--- src/rtl/multicycle_ctrl_pkg.sv ---
// ---------------------------------------------------------------------------
// multicycle_ctrl_pkg
// Shared encodings for the multicycle controller: FSM state enum,
// decoded instruction class codes and PC source select codes.
// No ports (package only).
// ---------------------------------------------------------------------------
package multicycle_ctrl_pkg;

    typedef enum logic [2:0] {
        ST_FETCH  = 3'd0,
        ST_DECODE = 3'd1,
        ST_EXEC   = 3'd2,
        ST_MEM    = 3'd3,
        ST_WB     = 3'd4,
        ST_HALT   = 3'd5,
        ST_FAULT  = 3'd6
    } state_e;

    typedef enum logic [2:0] {
        OP_ALU_R   = 3'd0,
        OP_ALU_I   = 3'd1,
        OP_LOAD    = 3'd2,
        OP_STORE   = 3'd3,
        OP_BRANCH  = 3'd4,
        OP_JUMP    = 3'd5,
        OP_HALT    = 3'd6,
        OP_ILLEGAL = 3'd7
    } op_class_e;

    typedef enum logic [1:0] {
        PC_SEQ    = 2'd0,
        PC_BRANCH = 2'd1,
        PC_JUMP   = 2'd2
    } pc_sel_e;

endpackage

--- src/rtl/ctrl_wait_timer.sv ---
// ---------------------------------------------------------------------------
// ctrl_wait_timer
// Counts cycles a handshake has been waiting for its ack.
// Ports:
//   clk, rst_n : clock, asynchronous active-low reset
//   clr        : return the count to zero (state change in the controller)
//   inc        : the awaited ack is low this cycle
//   expired    : this is the WAIT_MAX-th consecutive cycle without an ack
// ---------------------------------------------------------------------------
module ctrl_wait_timer #(
    parameter int WAIT_MAX = 15
) (
    input  logic clk,
    input  logic rst_n,
    input  logic clr,
    input  logic inc,
    output logic expired
);

    localparam int CNT_W = (WAIT_MAX < 2) ? 1 : $clog2(WAIT_MAX + 1);
    localparam logic [CNT_W-1:0] LAST = CNT_W'(WAIT_MAX - 1);

    logic [CNT_W-1:0] cnt_q, cnt_d;

    // cnt_q holds the number of earlier ack-less cycles, so the current
    // ack-less cycle is the WAIT_MAX-th one when cnt_q == WAIT_MAX-1.
    // An ack in that cycle drops inc and therefore suppresses expiry.
    assign expired = inc && (cnt_q == LAST);

    always_comb begin
        cnt_d = cnt_q;
        if (clr) begin
            cnt_d = '0;
        end else if (inc && (cnt_q != LAST)) begin
            cnt_d = cnt_q + CNT_W'(1);
        end
    end

    always_ff @(posedge clk or negedge rst_n) begin
        if (!rst_n) begin
            cnt_q <= '0;
        end else begin
            cnt_q <= cnt_d;
        end
    end

endmodule

--- src/rtl/multicycle_ctrl.sv ---
// ---------------------------------------------------------------------------
// multicycle_ctrl
// Moore-style control FSM for a multicycle datapath:
// FETCH -> DECODE -> EXEC -> [MEM] -> [WB] -> FETCH, with terminal HALT and
// FAULT states and a timeout on both memory handshakes.
// Ports:
//   clk, rst_n          : clock, asynchronous active-low reset
//   op_class, alu_op,
//   br_ne               : decoded instruction fields, sampled in DECODE
//   z                   : ALU zero flag (branch resolution in EXEC)
//   imem_req/imem_ack   : instruction fetch handshake
//   dmem_req/dmem_we/
//   dmem_ack            : data memory handshake
//   ir_we               : instruction register load strobe
//   pc_we, pc_sel       : PC update strobe and source (SEQ/BRANCH/JUMP)
//   alu_c, alu_src_imm,
//   c_ext16             : ALU operation, operand B select, sign-extend
//   rf_w, rf_src_mem    : register write strobe and write-data select
//   instr_done, halted,
//   fault               : status
// ---------------------------------------------------------------------------
module multicycle_ctrl
    import multicycle_ctrl_pkg::*;
#(
    parameter int                ALUC_W   = 4,
    parameter logic [ALUC_W-1:0] ALUC_SUB = ALUC_W'(4'b0011),
    parameter int                WAIT_MAX = 15
) (
    input  logic              clk,
    input  logic              rst_n,
    input  logic [2:0]        op_class,
    input  logic [ALUC_W-1:0] alu_op,
    input  logic              br_ne,
    input  logic              z,
    output logic              imem_req,
    input  logic              imem_ack,
    output logic              dmem_req,
    output logic              dmem_we,
    input  logic              dmem_ack,
    output logic              ir_we,
    output logic              pc_we,
    output logic [1:0]        pc_sel,
    output logic [ALUC_W-1:0] alu_c,
    output logic              alu_src_imm,
    output logic              c_ext16,
    output logic              rf_w,
    output logic              rf_src_mem,
    output logic              instr_done,
    output logic              halted,
    output logic              fault
);

    state_e            state_q, state_d;
    op_class_e         cls_q, cls_d;
    logic [ALUC_W-1:0] alu_op_q, alu_op_d;
    logic              br_ne_q, br_ne_d;

    logic tmr_clr, tmr_inc, tmr_expired;

    // Any state change restarts the wait count, which covers every entry
    // into FETCH and MEM (and leaves it at zero everywhere else).
    assign tmr_clr = (state_d != state_q);

    ctrl_wait_timer #(
        .WAIT_MAX(WAIT_MAX)
    ) u_wait_timer (
        .clk    (clk),
        .rst_n  (rst_n),
        .clr    (tmr_clr),
        .inc    (tmr_inc),
        .expired(tmr_expired)
    );

    // Next-state logic
    always_comb begin
        state_d  = state_q;
        cls_d    = cls_q;
        alu_op_d = alu_op_q;
        br_ne_d  = br_ne_q;
        tmr_inc  = 1'b0;

        case (state_q)
            ST_FETCH: begin
                tmr_inc = !imem_ack;
                if (imem_ack) begin
                    state_d = ST_DECODE;
                end else if (tmr_expired) begin
                    state_d = ST_FAULT;
                end
            end

            ST_DECODE: begin
                cls_d    = op_class_e'(op_class);
                alu_op_d = alu_op;
                br_ne_d  = br_ne;
                case (op_class_e'(op_class))
                    OP_ILLEGAL: state_d = ST_FAULT;
                    OP_HALT:    state_d = ST_HALT;
                    default:    state_d = ST_EXEC;
                endcase
            end

            ST_EXEC: begin
                case (cls_q)
                    OP_ALU_R, OP_ALU_I: state_d = ST_WB;
                    OP_LOAD, OP_STORE:  state_d = ST_MEM;
                    default:            state_d = ST_FETCH;
                endcase
            end

            ST_MEM: begin
                tmr_inc = !dmem_ack;
                if (dmem_ack) begin
                    state_d = (cls_q == OP_LOAD) ? ST_WB : ST_FETCH;
                end else if (tmr_expired) begin
                    state_d = ST_FAULT;
                end
            end

            ST_WB:    state_d = ST_FETCH;
            ST_HALT:  state_d = ST_HALT;
            ST_FAULT: state_d = ST_FAULT;
            default:  state_d = ST_FAULT;
        endcase
    end

    always_ff @(posedge clk or negedge rst_n) begin
        if (!rst_n) begin
            state_q  <= ST_FETCH;
            cls_q    <= OP_ALU_R;
            alu_op_q <= '0;
            br_ne_q  <= 1'b0;
        end else begin
            state_q  <= state_d;
            cls_q    <= cls_d;
            alu_op_q <= alu_op_d;
            br_ne_q  <= br_ne_d;
        end
    end

    // Output decode from state, latched class and the live handshake inputs
    always_comb begin
        imem_req    = 1'b0;
        dmem_req    = 1'b0;
        dmem_we     = 1'b0;
        ir_we       = 1'b0;
        pc_we       = 1'b0;
        pc_sel      = PC_SEQ;
        alu_c       = '0;
        alu_src_imm = 1'b0;
        rf_w        = 1'b0;
        rf_src_mem  = 1'b0;
        halted      = 1'b0;
        fault       = 1'b0;
        // Logical immediates (ALU_I with the top opcode bit set) zero-extend.
        c_ext16     = !((cls_q == OP_ALU_I) && alu_op_q[ALUC_W-1]);

        case (state_q)
            ST_FETCH: begin
                imem_req = 1'b1;
                ir_we    = imem_ack;
            end

            ST_EXEC: begin
                case (cls_q)
                    OP_ALU_R: begin
                        alu_c = alu_op_q;
                    end
                    OP_ALU_I, OP_LOAD, OP_STORE: begin
                        alu_c       = alu_op_q;
                        alu_src_imm = 1'b1;
                    end
                    OP_BRANCH: begin
                        alu_c  = ALUC_SUB;
                        pc_we  = 1'b1;
                        pc_sel = (z ^ br_ne_q) ? PC_BRANCH : PC_SEQ;
                    end
                    OP_JUMP: begin
                        pc_we  = 1'b1;
                        pc_sel = PC_JUMP;
                    end
                    default: ;
                endcase
            end

            ST_MEM: begin
                dmem_req = 1'b1;
                dmem_we  = (cls_q == OP_STORE);
                // A store retires on its ack; a load retires in WB.
                if (dmem_ack && (cls_q == OP_STORE)) begin
                    pc_we = 1'b1;
                end
            end

            ST_WB: begin
                rf_w       = 1'b1;
                rf_src_mem = (cls_q == OP_LOAD);
                pc_we      = 1'b1;
            end

            ST_HALT:  halted = 1'b1;
            ST_FAULT: fault  = 1'b1;
            default: ;
        endcase

        // While reset is held, the state already reads FETCH; mask the
        // outputs so no request or strobe is visible during reset.
        if (!rst_n) begin
            imem_req    = 1'b0;
            dmem_req    = 1'b0;
            dmem_we     = 1'b0;
            ir_we       = 1'b0;
            pc_we       = 1'b0;
            pc_sel      = PC_SEQ;
            alu_c       = '0;
            alu_src_imm = 1'b0;
            c_ext16     = 1'b0;
            rf_w        = 1'b0;
            rf_src_mem  = 1'b0;
            halted      = 1'b0;
            fault       = 1'b0;
        end
    end

    // Every retirement is exactly one PC write.
    assign instr_done = pc_we;

endmodule

--- config.mk ---
export PLATFORM = sky130hd
export DESIGN_NAME = multicycle_ctrl
export DESIGN_NICKNAME = d
export VERILOG_FILES = /design/src/rtl/multicycle_ctrl_pkg.sv /design/src/rtl/ctrl_wait_timer.sv /design/src/rtl/multicycle_ctrl.sv
export SDC_FILE = /design/constraint.sdc
export NUM_CORES = 1
export LEC_CHECK = 0
export ABC_AREA = 1
export CORE_MARGIN = 2
export CORE_UTILIZATION = 30
export CTS_BUF_LIST = sky130_fd_sc_hd__clkbuf_2 sky130_fd_sc_hd__clkbuf_4 sky130_fd_sc_hd__clkbuf_8
export DETAILED_ROUTE_END_ITERATION = 10
export SKIP_LAST_GASP = 1
export SYNTH_ARGS = -nofsm -noshare
export SYNTH_HDL_FRONTEND = slang
export SYNTH_HIERARCHICAL = 1
export SYNTH_SLANG_ARGS = --single-unit
--- constraint.sdc ---
create_clock -name clk -period 2.1 [get_ports clk]
set_clock_uncertainty 0.2 [all_clocks]
set_input_delay 0.63 -clock clk [delete_from_list [all_inputs] [get_ports clk]]
set_output_delay 0.63 -clock clk [all_outputs]
set_load 0.05 [all_outputs]
# After elaboration in Yosys (flattened, before gate mapping)
# Cells that the tools add are included.
# word_totals
output_inout_bits	18
n_memories	0
register_bits	15
latchBits	0
romBits	0
wordCells	79
ramBits	0
# classes
eq_ne	16
bitwise	1
mux	41
reduce_logical	15
div_mod_pow	0
magnitude_cmp	0
multipliers	0
add_sub_neg	1
n_shift	0
# op_table
operator	n
2-to-1 mux 1 bit	24
== test 3 bit, second input constant	7
one-hot mux 3 bit (6 select lines)	1
2-to-1 mux 4 bit	4
== test 3 x 2 -> 1 bit, second input constant	4
2-to-1 mux 3 bit	4
one-hot mux 3 bit (2 select lines)	2
one-hot mux 4 bit (2 select lines)	1
== test 3 x 1 -> 1 bit, second input constant	2
logical NOT 3 bit	2
OR reduction 2 bit	3
adder 4 x 1 -> 4 bit, second input constant	1
== test 4 bit, second input constant	1
logical AND 1 bit	4
2-to-1 mux 2 bit	2
!= test 4 bit, second input constant	1
one-hot mux 2 bit (2 select lines)	1
OR reduction 4 bit	1
logical NOT 1 bit	3
!= test 3 bit	1
one-hot mux 1 bit (3 select lines)	1
OR reduction 3 bit	1
one-hot mux 1 bit (2 select lines)	1
nonzero test 2 bit	1
bitwise XOR 1 bit	1

# Logic depth before layout (Yosys ltp)
# depth
ltp_word	8
ltp_mapped	19
mapped_depth_nobuf	18

# Modules after synthesis
# Netlist, hierarchy kept.
# modules_own_cells
mod	cells_per_inst	seq_area_each_um2	instances	area_per_inst_um2
multicycle_ctrl	134	275.3	1	847.1
ctrl_wait_timer	33	100.1	1	252.7

# Worst setup path before layout
# No wires, ideal clock.
# synth_path
kind	input port to output port
start	in rst_n
end	out fault
required_ps	1270
arrival_time_ps	2306
stages	3
slack_ps	-1036
path_buffers	1
cell_sequence	inv_1 -> clkbuf_1 -> nor4_1
# synth_between
elab_chain_cells	1
# synth_lines
element	line_no	source
start: declaration	multicycle_ctrl.sv:30	input logic rst_n,
2-to-1 mux 1 bit	multicycle_ctrl.sv:208	if (!rst_n) begin
end: declaration	multicycle_ctrl.sv:50	output logic fault
# No other way between the ends.

# Worst setup path after layout
# layout_path
start	reg state_q[0]
end	out instr_done
# layout_between
elab_chain_cells	3
elab_cells_between_ends	5
# layout_lines
element	line_no	source
start: declaration	multicycle_ctrl.sv:53	state_e state_q, state_d;
start signal: assignment	multicycle_ctrl.sv:134	state_q <= state_d;
== test 3 bit or == test 3 x 2 -> 1 bit (tied branches)	multicycle_ctrl.sv:158	case (state_q)
one-hot mux 1 bit (3 select lines) *	multicycle_ctrl.sv:158	
2-to-1 mux 1 bit *	multicycle_ctrl.sv:208	
end: declaration	multicycle_ctrl.sv:48	output logic instr_done,
# Every way passes the cells marked *; elsewhere a longest branch is shown, timed or not.

==> results.ini <==
[global_routing]
met1_usage_pct=24.3
grt_usage_pct=21.3
met2_usage_pct=41.9
grt-busiest-layer=met2
antenna_found_initial=0
grt_pass1_vias=1559
grt_pass1_wl_um=7090
gr-total-overflow=0
grt_start_max_net_pins=16
grtUsageMet3_pct=2.26

[synth]
yosysSeqAreaShare_pct=34.1
netlist_instances=167
ys_ff_latch=15
yosys-top-cells-area=dfrtp_1 34%, nand2_1 16%, nor2_1 9.6%
post-synth-top-area-fraction_pct=34.1
syn-num-nets=182
synth.largest_area_cell=dfrtp_1
synth_cell_types=27
ys_warn_count=6
synth_area_per_cell_sq_um=6.59
synth_area_sq_um=1100

[route]
first_pass_iters=4
wl_per_cell_um=14.4
vias=1508
drc=0
final_antenna_net_count=0
via_per_inst=4.86
drt-total-wl_um=4480
drt_iter0_markers=75

[run]
cap_violations=0

[cts]
clk_pin_slew_ps=90
ctsHoldBuffers=0
root_buffer=clkbuf_4
worstSkewPairLatency_ps=270
cts_tree=yes
numClockSinks=15
numCtsBuffers=3
cts_max_level=1
clockBufferDepth=2

[final_layout]
fin_cells=310
syn2layout_area_growth_pct=132
layout_common_cells=51 x buf_4, 41 x nand2_1, 20 x buf_12
fin_nets=280
drive_gt1_share_pct=59.1
final_area_sq_um=2550
final_common_cell=buf_4
antenna_cells=0

[critical_path]
critPathLaunchType=register
cp_data_required_time_ps=1270
critPathArrivalTime_ps=1620
critPathKind=register to output port
end_kind=output port
crit_path_max_fanout=3

[placement]
placed_cells=275
placed_area_sq_um=2090
portBuffers=30
finalWeightedCongestion=0.895
dp_slack_ps=-675
dpl.hpwl_um=2750

[floorplan]
die_y_um=64.5
fp.dieArea_sq_um=4170
die-width_um=64.5
io_pins=31
rows=21
start_util_pct=32.2
core_sq_um=3420

[sta]
rsz0062_at_grt=yes
hold_ws_ps=229
slew_violations=0
slew_headroom_pct=81.1
setup_viol=23
tightest_slew_ps=281
finalHoldViolCount=0
post-route-min-period_ps=2450
min_period_over_period_pct=117
fmax_mhz=408
fin_ws_ps=-353

[run_status]
violations=setup timing
status=finished, violations left

[power]
p_leak_nw=1.20
power.density_nw_per_um2=218
power_uw=555
peakVddDrop_v=0.000384

[worst_hold_path]
hold_class=primary input to async pin

-- kinds of logic (layout without fill, tap and decap cells) --
logic type / count (synthesis) / count (layout) / synth area share [%]
and+or+nand+nor: 107 / 107 / 44.9
xor gates and xnor gates: 1 / 1 / 0.797
DFF: 15 / 15 / 34.1
buffers and inverters: 27 / 124 / 10.6
AOI/OAI and AO/OA: 15 / 15 / 7.28
adders and majority gates: 2 / 2 / 2.27
-- area by class of cell --
class                   count  area [sq um]
flip-flops and latches     15           378
inverters                  23           110
clock buffers               4          30.0
fillers                   224           866
well taps                  46          57.6
repair buffers             97          1080
multi-input cells         125           895
-- cell usage after synthesis --
cell and instances:
buf_4 2, nand4_1 5, nand3_1 8, buf_2 1, dfrtp_1 15, inv_1 18, clkinv_2 1, nand3_4 1
or2_2 1, nand2_2 4, inv_2 2, o21ai_1 2, nand2_1 47, o21ai_0 6, clkbuf_1 1, o211ai_1 1
nor2_2 4, o22ai_1 1, ha_1 2, a31oi_1 1, nor2_1 28, a21oi_1 4, inv_4 2, nand3_2 4
xnor2_1 1, nor3_1 3, nor4_1 2
-- power by group --
part,internal [mW],switching [mW]
Sequential,0.289,0
Clock,0.0864,0.0915
Combinational,0.0478,0.0405
-- metrics by stage --
| step | util (%) | setup TNS [ps] |
|---|---|---|
| global route | 74.7 | -6800 |
| CTS | 72.6 | -4580 |
| floorplan | - | -1520 |
| global placement | 61.2 | -10610 |
| finish | 74.7 | -5120 |
| detailed placement | 61.2 | -11470 |
-- timing repair --
item	in CTS	in global routing
setup buffers	25	7
pin swaps	19	9
resized for setup	47	13
cloned	1	0
setup endpoints to repair	22	23
-- flip-flops by register name, summed over array words and instances, names as in the netlist --
| signal | count |
|---|---|
| alu_op_q | 4 |
| br_ne_q | 1 |
| cls_q | 3 |
| state_q | 3 |
| u_wait_timer/cnt_q | 4 |
-- layer usage --
layer / wire length, um / up-vias
met3: 172 / 8
met5: 0 / -
met2: 2500 / 44
met4: 74 / 0
met1: 1730 / 733
li1: - / 723
-- critical path: stages, from the launching register on --
cell and delay (ps):
dfrtp_2 460, buf_6 140, inv_4 60, nand3_4 70, buf_6 130, o21ai_2 140
a21oi_2 60, nor2_4 140, buf_12 150
-- final timing paths --
check / start / to / slack [ps] / cells after the start
max in group asynchronous: rst_n / state_q[1] / 1270 / 3
max: state_q[0] / instr_done / -350 / 8
min in group clk: alu_op_q[0] / alu_op_q[0] / 310 / 2
min: rst_n / alu_op_q[3] / 230 / 3
max reg2reg: state_q[0] / u_wait_timer/cnt_q[2] / -260 / 19
min reg2reg: alu_op_q[0] / alu_op_q[0] / 310 / 2
No activity file was read; power rests on OpenSTA's default activity.
